--- config.mk ---
export PLATFORM = sky130hd
export DESIGN_NAME = syn_pipe_ctl_flat
export DESIGN_NICKNAME = d
export VERILOG_FILES = /design/src/rtl/syn_pipe_ctl_pkg.sv /design/src/rtl/syn_pipe_ctl_if.sv /design/src/rtl/syn_pipe_ctl_cmb_hazard.sv /design/src/rtl/syn_pipe_ctl.sv /design/src/flat_wrapper.sv
export SDC_FILE = /design/constraint.sdc
export NUM_CORES = 1
export LEC_CHECK = 0
export CAP_MARGIN = 5
export CORE_MARGIN = 1
export CORE_UTILIZATION = 45
export CTS_BUF_LIST = sky130_fd_sc_hd__clkbuf_8
export CTS_CLUSTER_SIZE = 10
export DETAILED_ROUTE_END_ITERATION = 7
export HOLD_SLACK_MARGIN = 0.02
export PLACE_DENSITY = 0.8
export SYNTH_ARGS = -nofsm -noshare
export SYNTH_HDL_FRONTEND = slang
export SYNTH_SLANG_ARGS = --single-unit
--- constraint.sdc ---
create_clock -name clk -period 4.25 [get_ports clk]
set_clock_uncertainty 0.1 [all_clocks]
set_input_delay 0.85 -clock clk [delete_from_list [all_inputs] [get_ports clk]]
set_output_delay 0.85 -clock clk [all_outputs]
set_load 0.005 [all_outputs]
--- src/rtl/syn_pipe_ctl_pkg.sv ---
// syn_pipe_ctl_pkg -- shared definitions for the pipeline controller.
//   Holds the controller state encoding, the hardwired zero register number,
//   the default statistics counter width, and the control-word type with the
//   named control words used by the output decode.
package syn_pipe_ctl_pkg;

  // Default width of every statistics counter.
  localparam int PCTL_CNT_W = 32;

  // Register number that is hardwired to zero and never creates a dependency.
  localparam logic [4:0] PCTL_ZERO_REG = 5'd0;

  typedef enum logic [0:0] {
    ST_RUN  = 1'b0,
    ST_HALT = 1'b1
  } pctl_state_e;

  // Pipeline register control word driven by the controller.
  typedef struct packed {
    logic pc_en;
    logic ifid_en;
    logic ifid_clr;
    logic idex_clr;
    logic exmem_en;
  } pctl_ctl_t;

  // Normal flow: everything advances.
  localparam pctl_ctl_t CTL_FLOW  = '{pc_en: 1'b1, ifid_en: 1'b1, ifid_clr: 1'b0,
                                      idex_clr: 1'b0, exmem_en: 1'b1};
  // Load-use stall: freeze PC and IF/ID, bubble into EX.
  localparam pctl_ctl_t CTL_STALL = '{pc_en: 1'b0, ifid_en: 1'b0, ifid_clr: 1'b0,
                                      idex_clr: 1'b1, exmem_en: 1'b1};
  // Taken branch: load the target, squash the two younger slots.
  localparam pctl_ctl_t CTL_FLUSH = '{pc_en: 1'b1, ifid_en: 1'b1, ifid_clr: 1'b1,
                                      idex_clr: 1'b1, exmem_en: 1'b1};
  // Halt request: freeze the front end, let the syscall retire.
  localparam pctl_ctl_t CTL_HALT  = '{pc_en: 1'b0, ifid_en: 1'b0, ifid_clr: 1'b0,
                                      idex_clr: 1'b1, exmem_en: 1'b1};
  // Halted: nothing moves.
  localparam pctl_ctl_t CTL_IDLE  = '{pc_en: 1'b0, ifid_en: 1'b0, ifid_clr: 1'b0,
                                      idex_clr: 1'b0, exmem_en: 1'b0};

endpackage

--- src/rtl/syn_pipe_ctl_if.sv ---
// syn_pipe_ctl_if -- pipeline status / control bundle between the datapath
// and the pipeline controller.
//   Status (datapath -> controller): id_rs, id_rt, id_use_rs, id_use_rt,
//     ex_mem_rd, ex_rd, ex_branched, ex_halt.
//   Control (controller -> datapath): pc_en, ifid_en, ifid_clr, idex_clr,
//     exmem_en.
//   modport master: datapath side; modport slave: controller side.
interface syn_pipe_ctl_if;
  logic [4:0] id_rs;
  logic [4:0] id_rt;
  logic       id_use_rs;
  logic       id_use_rt;
  logic       ex_mem_rd;
  logic [4:0] ex_rd;
  logic       ex_branched;
  logic       ex_halt;
  logic       pc_en;
  logic       ifid_en;
  logic       ifid_clr;
  logic       idex_clr;
  logic       exmem_en;

  modport master (
    output id_rs, id_rt, id_use_rs, id_use_rt, ex_mem_rd, ex_rd, ex_branched, ex_halt,
    input  pc_en, ifid_en, ifid_clr, idex_clr, exmem_en
  );

  modport slave (
    input  id_rs, id_rt, id_use_rs, id_use_rt, ex_mem_rd, ex_rd, ex_branched, ex_halt,
    output pc_en, ifid_en, ifid_clr, idex_clr, exmem_en
  );
endinterface

--- src/rtl/syn_pipe_ctl_cmb_hazard.sv ---
// cmb_hazard -- purely combinational load-use hazard detector.
//   Inputs : ex_mem_rd, ex_rd (EX-stage load and its destination),
//            id_rs, id_rt, id_use_rs, id_use_rt (ID-stage sources and usage).
//   Output : hazard, high when the ID instruction needs a value the EX load
//            has not produced yet.
module cmb_hazard
  import syn_pipe_ctl_pkg::*;
(
  input  logic       ex_mem_rd,
  input  logic [4:0] ex_rd,
  input  logic [4:0] id_rs,
  input  logic [4:0] id_rt,
  input  logic       id_use_rs,
  input  logic       id_use_rt,
  output logic       hazard
);

  logic rs_match_s;
  logic rt_match_s;

  // Only sources the instruction really reads may cause a stall.
  assign rs_match_s = id_use_rs & (id_rs == ex_rd);
  assign rt_match_s = id_use_rt & (id_rt == ex_rd);

  // Loads into the zero register never produce a usable value to wait for.
  assign hazard = ex_mem_rd & (ex_rd != PCTL_ZERO_REG) & (rs_match_s | rt_match_s);

endmodule

--- src/rtl/syn_pipe_ctl.sv ---
// syn_pipe_ctl -- pipeline controller: RUN/HALT FSM, pipeline register
// enable/clear decode and statistics counters.
//   clk, rst : single clock, asynchronous active-high reset.
//   go       : resume request, honoured only while halted.
//   bus      : status in / control out bundle (syn_pipe_ctl_if.slave).
//   halted   : registered, high while the core is halted.
//   cnt_cycle, cnt_taken, cnt_stall : registered wrapping counters of RUN
//              cycles, taken branches and load-use stalls.
module syn_pipe_ctl
  import syn_pipe_ctl_pkg::*;
#(
  parameter int CNT_W = PCTL_CNT_W
) (
  input  logic              clk,
  input  logic              rst,
  input  logic              go,
  syn_pipe_ctl_if.slave     bus,
  output logic              halted,
  output logic [CNT_W-1:0]  cnt_cycle,
  output logic [CNT_W-1:0]  cnt_taken,
  output logic [CNT_W-1:0]  cnt_stall
);

  pctl_state_e      state_r;
  pctl_state_e      state_next_s;
  pctl_ctl_t        ctl_s;
  logic             hazard_s;
  logic             halted_r;
  logic [CNT_W-1:0] cnt_cycle_r;
  logic [CNT_W-1:0] cnt_taken_r;
  logic [CNT_W-1:0] cnt_stall_r;

  cmb_hazard u_hazard (
    .ex_mem_rd (bus.ex_mem_rd),
    .ex_rd     (bus.ex_rd),
    .id_rs     (bus.id_rs),
    .id_rt     (bus.id_rt),
    .id_use_rs (bus.id_use_rs),
    .id_use_rt (bus.id_use_rt),
    .hazard    (hazard_s)
  );

  // State register; halted is registered from the next state so it tracks
  // the state exactly without a decode on the output.
  always_ff @(posedge clk or posedge rst) begin
    if (rst) begin
      state_r  <= ST_RUN;
      halted_r <= 1'b0;
    end else begin
      state_r  <= state_next_s;
      halted_r <= (state_next_s == ST_HALT);
    end
  end

  // Next-state logic: halt wins over everything in RUN, go only matters in HALT.
  always_comb begin
    state_next_s = state_r;
    case (state_r)
      ST_RUN: begin
        if (bus.ex_halt) begin
          state_next_s = ST_HALT;
        end else begin
          state_next_s = ST_RUN;
        end
      end
      ST_HALT: begin
        if (go) begin
          state_next_s = ST_RUN;
        end else begin
          state_next_s = ST_HALT;
        end
      end
      default: state_next_s = ST_RUN;
    endcase
  end

  // Output decode: in RUN the events are priority-ordered halt > branch > hazard.
  always_comb begin
    ctl_s = CTL_IDLE;
    case (state_r)
      ST_RUN: begin
        if (bus.ex_halt) begin
          ctl_s = CTL_HALT;
        end else if (bus.ex_branched) begin
          ctl_s = CTL_FLUSH;
        end else if (hazard_s) begin
          ctl_s = CTL_STALL;
        end else begin
          ctl_s = CTL_FLOW;
        end
      end
      ST_HALT: ctl_s = CTL_IDLE;
      default: ctl_s = CTL_IDLE;
    endcase
  end

  // Statistics counters; they advance only in RUN and wrap silently.
  always_ff @(posedge clk or posedge rst) begin
    if (rst) begin
      cnt_cycle_r <= '0;
      cnt_taken_r <= '0;
      cnt_stall_r <= '0;
    end else if (state_r == ST_RUN) begin
      cnt_cycle_r <= cnt_cycle_r + CNT_W'(1'b1);
      if (bus.ex_branched && !bus.ex_halt) begin
        cnt_taken_r <= cnt_taken_r + CNT_W'(1'b1);
      end else begin
        cnt_taken_r <= cnt_taken_r;
      end
      if (hazard_s && !bus.ex_branched && !bus.ex_halt) begin
        cnt_stall_r <= cnt_stall_r + CNT_W'(1'b1);
      end else begin
        cnt_stall_r <= cnt_stall_r;
      end
    end else begin
      cnt_cycle_r <= cnt_cycle_r;
      cnt_taken_r <= cnt_taken_r;
      cnt_stall_r <= cnt_stall_r;
    end
  end

  assign bus.pc_en    = ctl_s.pc_en;
  assign bus.ifid_en  = ctl_s.ifid_en;
  assign bus.ifid_clr = ctl_s.ifid_clr;
  assign bus.idex_clr = ctl_s.idex_clr;
  assign bus.exmem_en = ctl_s.exmem_en;

  assign halted    = halted_r;
  assign cnt_cycle = cnt_cycle_r;
  assign cnt_taken = cnt_taken_r;
  assign cnt_stall = cnt_stall_r;

endmodule

--- src/flat_wrapper.sv ---
// flat-port wrapper written by rule: the top's interface ports become plain ports
module syn_pipe_ctl_flat import syn_pipe_ctl_pkg::*;
#(
  parameter int CNT_W = PCTL_CNT_W
)
  (clk, rst, go, halted, cnt_cycle, cnt_taken, cnt_stall, bus_id_rs, bus_id_rt, bus_id_use_rs, bus_id_use_rt, bus_ex_mem_rd, bus_ex_rd, bus_ex_branched, bus_ex_halt, bus_pc_en, bus_ifid_en, bus_ifid_clr, bus_idex_clr, bus_exmem_en);
  syn_pipe_ctl_if bus_i ();
  input  logic clk;
  input  logic rst;
  input  logic go;
  output logic halted;
  output logic [CNT_W-1:0] cnt_cycle;
  output logic [CNT_W-1:0] cnt_taken;
  output logic [CNT_W-1:0] cnt_stall;
  input wire logic [$bits(bus_i.id_rs)-1:0] bus_id_rs;
  input wire logic [$bits(bus_i.id_rt)-1:0] bus_id_rt;
  input wire logic [$bits(bus_i.id_use_rs)-1:0] bus_id_use_rs;
  input wire logic [$bits(bus_i.id_use_rt)-1:0] bus_id_use_rt;
  input wire logic [$bits(bus_i.ex_mem_rd)-1:0] bus_ex_mem_rd;
  input wire logic [$bits(bus_i.ex_rd)-1:0] bus_ex_rd;
  input wire logic [$bits(bus_i.ex_branched)-1:0] bus_ex_branched;
  input wire logic [$bits(bus_i.ex_halt)-1:0] bus_ex_halt;
  output wire logic [$bits(bus_i.pc_en)-1:0] bus_pc_en;
  output wire logic [$bits(bus_i.ifid_en)-1:0] bus_ifid_en;
  output wire logic [$bits(bus_i.ifid_clr)-1:0] bus_ifid_clr;
  output wire logic [$bits(bus_i.idex_clr)-1:0] bus_idex_clr;
  output wire logic [$bits(bus_i.exmem_en)-1:0] bus_exmem_en;
  assign bus_i.id_rs = bus_id_rs;
  assign bus_i.id_rt = bus_id_rt;
  assign bus_i.id_use_rs = bus_id_use_rs;
  assign bus_i.id_use_rt = bus_id_use_rt;
  assign bus_i.ex_mem_rd = bus_ex_mem_rd;
  assign bus_i.ex_rd = bus_ex_rd;
  assign bus_i.ex_branched = bus_ex_branched;
  assign bus_i.ex_halt = bus_ex_halt;
  assign bus_pc_en = bus_i.pc_en;
  assign bus_ifid_en = bus_i.ifid_en;
  assign bus_ifid_clr = bus_i.ifid_clr;
  assign bus_idex_clr = bus_i.idex_clr;
  assign bus_exmem_en = bus_i.exmem_en;
  syn_pipe_ctl #(.CNT_W(CNT_W)) u_core (.clk(clk), .rst(rst), .go(go), .bus(bus_i), .halted(halted), .cnt_cycle(cnt_cycle), .cnt_taken(cnt_taken), .cnt_stall(cnt_stall));
endmodule
==> results of run 1 <==
[area by class of cell]
class | instances | area (µm²) | area share [%]
Clock inverter | 6 | 82.6 | 1.31
Timing Repair Buffer | 126 | 1270 | 20.2
Multi-Input combinational cell | 303 | 2170 | 34.6
Tap cell | 133 | 166 | 2.65
Clock buffer | 10 | 138 | 2.19
Sequential cell | 97 | 2430 | 38.6
Inverter | 7 | 27.5 | 0.438
[cell usage in the layout (no fill, tap or decap), types with 11 or more instances in the layout]
cell type | Yosys | routed
sky130_fd_sc_hd__nor2_1 | 19 | 19
sky130_fd_sc_hd__clkdlybuf4s50_1 | 0 | 124
sky130_fd_sc_hd__nand3_1 | 29 | 29
sky130_fd_sc_hd__dfrtp_1 | 97 | 97
sky130_fd_sc_hd__xnor2_1 | 54 | 54
sky130_fd_sc_hd__nand4_1 | 21 | 21
sky130_fd_sc_hd__xor2_1 | 49 | 49
sky130_fd_sc_hd__nor4_2 | 11 | 11
sky130_fd_sc_hd__nor3_1 | 13 | 13
sky130_fd_sc_hd__nand2_1 | 38 | 38
sky130_fd_sc_hd__and3_1 | 14 | 14
[per-stage QoR]
step | hold WS, ns | instance area [µm²] | cells | power, µW
final | 0.369 | 6280 | 682 | 2000
after global routing | 0.395 | 6280 | 682 | 2080
after CTS | 0.375 | 6280 | 682 | 2010
after detailed placement | 0.356 | 6060 | 666 | 1370
after global placement | 0.357 | 6060 | 666 | 1350
after floorplan | 0.365 | 4680 | 416 | 1180
[logic make-up (layout without fill, tap and decap cells)]
group / Yosys count / after routing / synth area share (%)
simple gates: 186 / 186 / 24.4
xor+xnor: 103 / 103 / 19.3
flops: 97 / 97 / 51.9
buf+inv: 16 / 149 / 1.71
compound gates: 8 / 8 / 1.20
fa+ha+maj: 3 / 3 / 0.802
mux: 3 / 3 / 0.722
[worst paths after layout]
path	startpoint	endpoint	depth (start not counted)
max	bus_ex_rd[1]	bus_ifid_en	5
min	u_core.cnt_taken[31]	u_core.cnt_taken[31]	1
max reg2reg	u_core.state_r	u_core.cnt_taken[21]	5
min reg2reg	u_core.cnt_taken[31]	u_core.cnt_taken[31]	1
max in group asynchronous	rst	u_core.cnt_taken[0]	3
min in group asynchronous	rst	u_core.cnt_taken[27]	3
[per-layer routing]
metal  GRT usage (%)  vias to the layer above  wire (µm)
li1                -                     1712          -
met3            4.07                       16        537
met4            6.73                        0        183
met1            26.7                     1810       4790
met2            33.7                       95       5110
met5               0                        -          0
[where the power goes]
group	switching, µW	internal, µW	leakage (µW)	total, µW
Clock	349	302	0.000108	651
Sequential	77.1	975	0.00132	1050
Combinational	115	178	0.00135	293
[flip-flops by register name (all words and copies together), names as in the netlist]
| name | count |
|---|---|
| u_core.cnt_taken | 32 |
| u_core.cnt_cycle | 32 |
| u_core.cnt_stall | 32 |
| u_core.state_r | 1 |
==> impl_metrics.prom, run 1 <==
# TYPE chip_impl_metric gauge
chip_impl_info{name="outcome",value="completed"} 1
chip_impl_info{name="rsz0062_at_grt",value="false"} 1
chip_impl_info{name="netlist_top_cells_count",value="sky130_fd_sc_hd__dfrtp_1, sky130_fd_sc_hd__xnor2_1, sky130_fd_sc_hd__xor2_1"} 1
chip_impl_metric{name="clk_pin_slew_worst_paths",unit="ns"} 0.11
chip_impl_metric{name="dp_worst_setup_slack",unit="ns"} 0.427
chip_impl_metric{name="fp-row-count",unit=""} 36
chip_impl_info{name="synth-main-ff-cell",value="sky130_fd_sc_hd__dfrtp_1"} 1
chip_impl_metric{name="number_of_global_route_vias_before_repair",unit=""} 3633
chip_impl_metric{name="htree_levels",unit=""} 3
chip_impl_metric{name="post_synth_inst_count",unit=""} 416
chip_impl_metric{name="critical_path_required",unit="ns"} 3.30
chip_impl_info{name="worst-setup-path-type",value="in2out"} 1
chip_impl_metric{name="cts-buffers-inserted",unit=""} 9
chip_impl_metric{name="initial_antenna_violation_count",unit=""} 0
chip_impl_metric{name="detailedPlacementHpwl",unit="µm"} 7690
chip_impl_metric{name="num_io_pins",unit=""} 125
chip_impl_metric{name="firstDrtPassIters",unit=""} 4
chip_impl_metric{name="worst_ir_drop_vdd",unit="mV"} 0.161
chip_impl_metric{name="dieArea",unit="µm²"} 10800
chip_impl_metric{name="layout-drive-gt1-share",unit="%"} 7.65
chip_impl_metric{name="leakage",unit="µW"} 0.00279
chip_impl_metric{name="number_of_enable_flip_flop_cells_after_synthesis",unit=""} 0
chip_impl_metric{name="synth.yosys.seq_area_share",unit="%"} 51.9
chip_impl_metric{name="filler_cell_count",unit=""} 826
chip_impl_metric{name="clkSinkCount",unit=""} 97
chip_impl_metric{name="layout_min_cycle_time",unit="ns"} 3.83
chip_impl_info{name="critical_path.cell_chain",value="clkdlybuf4s50_1 -> or4_1 -> o211ai_1 -> o21a_1 -> clkdlybuf4s50_1"} 1
chip_impl_metric{name="grt_max_degree",unit=""} 98
chip_impl_info{name="critPathMostFrequentCell",value="sky130_fd_sc_hd__clkdlybuf4s50_1"} 1
chip_impl_metric{name="postCtsSetupRepairBufs",unit=""} 0
chip_impl_metric{name="grtUsageTotal",unit="%"} 20.3
chip_impl_metric{name="grt_first_pass_wirelength",unit="µm"} 17900
chip_impl_metric{name="cts_hold_buf",unit=""} 0
chip_impl_metric{name="finalWeightedCongestion",unit=""} 0.891
chip_impl_info{name="crit_path_start_kind",value="input port"} 1
chip_impl_metric{name="power_density",unit="nW/µm²"} 318
chip_impl_metric{name="syn-cell-area",unit="µm²"} 4680
chip_impl_metric{name="slew_headroom",unit="%"} 21.9
chip_impl_metric{name="syn-mean-instance-area",unit="µm²"} 11.3
chip_impl_metric{name="drt_drc_violations_left",unit=""} 0
chip_impl_metric{name="finalWorstSetupSlack",unit="ns"} 0.425
chip_impl_metric{name="route.vias.total",unit=""} 3633
chip_impl_metric{name="core-area",unit="µm²"} 9910
chip_impl_metric{name="cp_data_arrival_time",unit="ns"} 2.88
chip_impl_metric{name="setup_viol",unit=""} 0
chip_impl_metric{name="syn2layout_area_growth",unit="%"} 34.2
chip_impl_metric{name="slew_viol_final",unit=""} 0
chip_impl_metric{name="clock_latency",unit="ns"} 0.37
chip_impl_metric{name="final_min_period_over_clock_period",unit="%"} 90.0
chip_impl_info{name="timing.hold.worst.class",value="reg2reg"} 1
chip_impl_metric{name="max_frequency",unit="MHz"} 261
chip_impl_metric{name="via_per_inst",unit=""} 5.33
chip_impl_metric{name="ff2ff_setup_slack",unit="ns"} 1.80
chip_impl_metric{name="synthArstFlopShare",unit="%"} 100
chip_impl_metric{name="detailedRoute.firstIterationViolations",unit=""} 133
chip_impl_metric{name="ys_seq_elements",unit=""} 97
chip_impl_metric{name="antenna_violating_nets_post_route",unit=""} 0
chip_impl_info{name="synth_top_area_cell",value="sky130_fd_sc_hd__dfrtp_1"} 1
chip_impl_info{name="cts_tree",value="done"} 1
chip_impl_metric{name="worst_slew_pin_slew",unit="ns"} 1.17
chip_impl_info{name="worst_path_max_delay_cell",value="sky130_fd_sc_hd__or4_1"} 1
chip_impl_metric{name="finalHoldViolations",unit=""} 0
chip_impl_metric{name="cts_max_path_buffers",unit=""} 2
chip_impl_metric{name="worst-path-max-fanout",unit=""} 3
chip_impl_metric{name="synth.yosys.warnings",unit=""} 0
chip_impl_metric{name="maximum_capacitance_violations",unit=""} 0
chip_impl_info{name="most_area_consuming_cells_after_synthesis",value="sky130_fd_sc_hd__dfrtp_1, sky130_fd_sc_hd__xnor2_1, sky130_fd_sc_hd__xor2_1, sky130_fd_sc_hd__nand3_1, sky130_fd_sc_hd__nand2_1"} 1
chip_impl_info{name="synth.most_common_cell",value="sky130_fd_sc_hd__dfrtp_1"} 1
chip_impl_metric{name="critPathMaxStageDelay",unit="ns"} 0.62
chip_impl_metric{name="grt.overflow.total",unit=""} 0
chip_impl_metric{name="finalSetupTns",unit="ns"} 0
chip_impl_metric{name="cp.buffers_inverters",unit=""} 2
chip_impl_metric{name="total_nets_after_synthesis",unit=""} 442
chip_impl_metric{name="finalNetCount",unit=""} 570
chip_impl_info{name="clk_root_buffer_cell",value="sky130_fd_sc_hd__clkbuf_8"} 1
chip_impl_metric{name="routedWlPerCell",unit="µm"} 15.6
chip_impl_metric{name="final_core_utilization",unit="%"} 63.4
chip_impl_metric{name="die_width",unit="µm"} 104
chip_impl_metric{name="synth_cell_type_count",unit=""} 41
chip_impl_metric{name="post_synth_top_area_share",unit="%"} 51.9
chip_impl_info{name="critical-path-top-delay-family",value="buffers and inverters"} 1
chip_impl_metric{name="antenna_cells",unit=""} 0
chip_impl_metric{name="post_cts_sizing_count",unit=""} 0
chip_impl_metric{name="die_height",unit="µm"} 104
chip_impl_info{name="endpoint_kind",value="primary output"} 1
chip_impl_metric{name="start_util",unit="%"} 47.2
chip_impl_metric{name="portBuffers",unit=""} 124
chip_impl_metric{name="routed_wl",unit="µm"} 10600
(Power assumes the default switching activity.)
==> inputs of run 2 (changes only) <==
REMOVE_ABC_BUFFERS = 1   (was not set)
TNS_END_PERCENT = 100   (was not set)
==> impl_metrics.prom, run 2 (synthesis results as in run 1) <==
# TYPE chip_impl_metric gauge
chip_impl_info{name="outcome",value="completed"} 1
chip_impl_info{name="clk_root_buffer_cell",value="sky130_fd_sc_hd__clkbuf_8"} 1
chip_impl_metric{name="max_frequency",unit="MHz"} 256
chip_impl_metric{name="slew_viol_final",unit=""} 0
chip_impl_metric{name="antenna_violating_nets_post_route",unit=""} 0
chip_impl_info{name="worst-setup-path-type",value="in2out"} 1
chip_impl_info{name="critical_path.cell_chain",value="clkdlybuf4s50_1 -> or4_1 -> o211ai_1 -> o21a_1 -> clkdlybuf4s50_1"} 1
chip_impl_metric{name="maximum_capacitance_violations",unit=""} 0
chip_impl_metric{name="detailedPlacementHpwl",unit="µm"} 7900
chip_impl_metric{name="grt.overflow.total",unit=""} 0
chip_impl_metric{name="start_util",unit="%"} 47.2
chip_impl_info{name="endpoint_kind",value="primary output"} 1
chip_impl_metric{name="die_width",unit="µm"} 104
chip_impl_metric{name="filler_cell_count",unit=""} 816
chip_impl_metric{name="route.vias.total",unit=""} 3642
chip_impl_metric{name="m1WireLength",unit="µm"} 4860
chip_impl_metric{name="clkSinkCount",unit=""} 97
chip_impl_info{name="worst_r2r_startpoint",value="u_core.state_r"} 1
chip_impl_metric{name="portBuffers",unit=""} 124
chip_impl_metric{name="number_of_global_route_vias_before_repair",unit=""} 3764
chip_impl_metric{name="grtUsageTotal",unit="%"} 21.4
chip_impl_metric{name="detail_route_met2_wl",unit="µm"} 5170
chip_impl_metric{name="finalHoldViolations",unit=""} 0
chip_impl_metric{name="routedWlPerCell",unit="µm"} 15.8
chip_impl_metric{name="syn2layout_area_growth",unit="%"} 34.0
chip_impl_metric{name="reg2reg_depth",unit=""} 5
chip_impl_info{name="rsz0062_at_grt",value="false"} 1
chip_impl_info{name="critPathMostFrequentCell",value="sky130_fd_sc_hd__clkdlybuf4s50_1"} 1
chip_impl_metric{name="via_per_inst",unit=""} 5.34
chip_impl_metric{name="postCtsSetupRepairBufs",unit=""} 0
chip_impl_info{name="crit_path_start_kind",value="input port"} 1
chip_impl_metric{name="detailedRoute.firstIterationViolations",unit=""} 110
chip_impl_metric{name="finalWeightedCongestion",unit=""} 0.785
chip_impl_metric{name="grt_max_degree",unit=""} 98
chip_impl_metric{name="clk_pin_slew_worst_paths",unit="ns"} 0.08
chip_impl_metric{name="finalNetCount",unit=""} 570
chip_impl_metric{name="critPathMaxStageDelay",unit="ns"} 0.62
chip_impl_metric{name="layout_min_cycle_time",unit="ns"} 3.90
chip_impl_info{name="worst_path_max_delay_cell",value="sky130_fd_sc_hd__or4_1"} 1
chip_impl_metric{name="slew_headroom",unit="%"} 22.4
chip_impl_metric{name="wl_met3",unit="µm"} 538
chip_impl_info{name="final_common_cell",value="sky130_fd_sc_hd__clkdlybuf4s50_1"} 1
chip_impl_metric{name="htree_levels",unit=""} 3
chip_impl_info{name="r2r-end",value="u_core.cnt_cycle[26]"} 1
chip_impl_metric{name="cp.buffers_inverters",unit=""} 2
chip_impl_metric{name="die_height",unit="µm"} 104
chip_impl_metric{name="layout-drive-gt1-share",unit="%"} 7.29
chip_impl_info{name="cts_tree",value="done"} 1
chip_impl_metric{name="leakage",unit="µW"} 0.00279
chip_impl_metric{name="fp-row-count",unit=""} 36
chip_impl_metric{name="num_io_pins",unit=""} 125
chip_impl_info{name="timing.hold.worst.class",value="reg2reg"} 1
chip_impl_metric{name="antenna_cells",unit=""} 0
chip_impl_metric{name="clock_latency",unit="ns"} 0.36
chip_impl_info{name="worstSetupStartpoint",value="bus_ex_rd[1]"} 1
chip_impl_metric{name="power.total",unit="µW"} 1960
chip_impl_metric{name="critical_path_required",unit="ns"} 3.30
chip_impl_info{name="most-common-layout-cells",value="sky130_fd_sc_hd__clkdlybuf4s50_1, sky130_fd_sc_hd__dfrtp_1, sky130_fd_sc_hd__xnor2_1, sky130_fd_sc_hd__xor2_1, sky130_fd_sc_hd__nand2_1"} 1
chip_impl_metric{name="final_min_period_over_clock_period",unit="%"} 91.8
chip_impl_metric{name="dieArea",unit="µm²"} 10800
chip_impl_metric{name="cts-buffers-inserted",unit=""} 9
chip_impl_info{name="timing.hold.worst.start",value="u_core.cnt_cycle[31]"} 1
chip_impl_info{name="critical-path-top-delay-family",value="buffers and inverters"} 1
chip_impl_metric{name="finalSetupTns",unit="ns"} 0
chip_impl_metric{name="setup_viol",unit=""} 0
chip_impl_metric{name="worst_ir_drop_vdd",unit="mV"} 0.153
chip_impl_metric{name="cts_max_path_buffers",unit=""} 2
chip_impl_metric{name="min_delay_path_depth",unit=""} 1
chip_impl_metric{name="post_cts_sizing_count",unit=""} 0
chip_impl_metric{name="firstDrtPassIters",unit=""} 4
chip_impl_info{name="route.top_layer_used",value="met4"} 1
chip_impl_metric{name="cts_hold_buf",unit=""} 0
chip_impl_metric{name="initial_antenna_violation_count",unit=""} 0
chip_impl_metric{name="ff2ff_setup_slack",unit="ns"} 1.78
chip_impl_info{name="holdPathEnd",value="u_core.cnt_cycle[31]"} 1
chip_impl_metric{name="cp_data_arrival_time",unit="ns"} 2.95
chip_impl_metric{name="core-area",unit="µm²"} 9910
chip_impl_metric{name="worst-path-max-fanout",unit=""} 3
chip_impl_metric{name="worst_slew_pin_slew",unit="ns"} 1.16
chip_impl_metric{name="routed_wl",unit="µm"} 10800
chip_impl_metric{name="drt_drc_violations_left",unit=""} 0
chip_impl_metric{name="grt_first_pass_wirelength",unit="µm"} 18600
chip_impl_metric{name="power_density",unit="nW/µm²"} 312
run 2: how the worst max path moves through the flow:
stage,to,slack (ns),cells past startpoint
floorplan,u_core.cnt_cycle[0],0.77,1
global placement,bus_pc_en,0.42,5
detailed placement,bus_ifid_en,0.38,5
CTS,bus_ifid_en,0.37,5
global route,bus_ifid_en,0.29,5
finish,bus_ifid_en,0.35,5
run 2: final cells by class:
class / instances / area, µm² / area share, %
Timing Repair Buffer: 126 / 1270 / 20.2
Sequential cell: 97 / 2430 / 38.7
Inverter: 7 / 28.8 / 0.459
Clock buffer: 12 / 165 / 2.63
Tap cell: 133 / 166 / 2.65
Multi-Input combinational cell: 303 / 2170 / 34.6
Clock inverter: 4 / 42.5 / 0.678
run 2: report_power, final:
part	total, µW	leakage, µW	internal, µW	switching (µW)
Sequential	1060	0.00132	975	85.9
Clock	616	0.000115	316	300
Combinational	284	0.00135	176	107
run 2: through the flow:
step | setup WS, ns | hold slack, ns | cells | cell area, µm² | util (%)
2_1_floorplan | 0.766 | 0.365 | 407 | 4630 | -
3_3_place_gp | 0.422 | 0.355 | 666 | 6060 | 61.2
3_5_place_dp | 0.381 | 0.365 | 666 | 6060 | 61.2
4_1_cts | 0.368 | 0.379 | 682 | 6270 | 63.3
5_1_grt | 0.292 | 0.404 | 682 | 6270 | 63.3
6_report | 0.350 | 0.373 | 682 | 6270 | 63.3
run 2: worst reg2reg max path: cells and delay by family (launching register included):
family	cells	cell delay [ns]
XOR/XNOR	1	0.16
buffers and inverters	1	0.19
flip-flops	1	0.56
AND/OR/NAND/NOR	3	1.36
run 2: routing by layer:
metal / GRT usage, % / vias to the layer above
li1: - / 1715
met1: 29.1 / 1799
met2: 34.0 / 113
met3: 3.95 / 15
met4: 8.06 / 0
met5: 0 / -
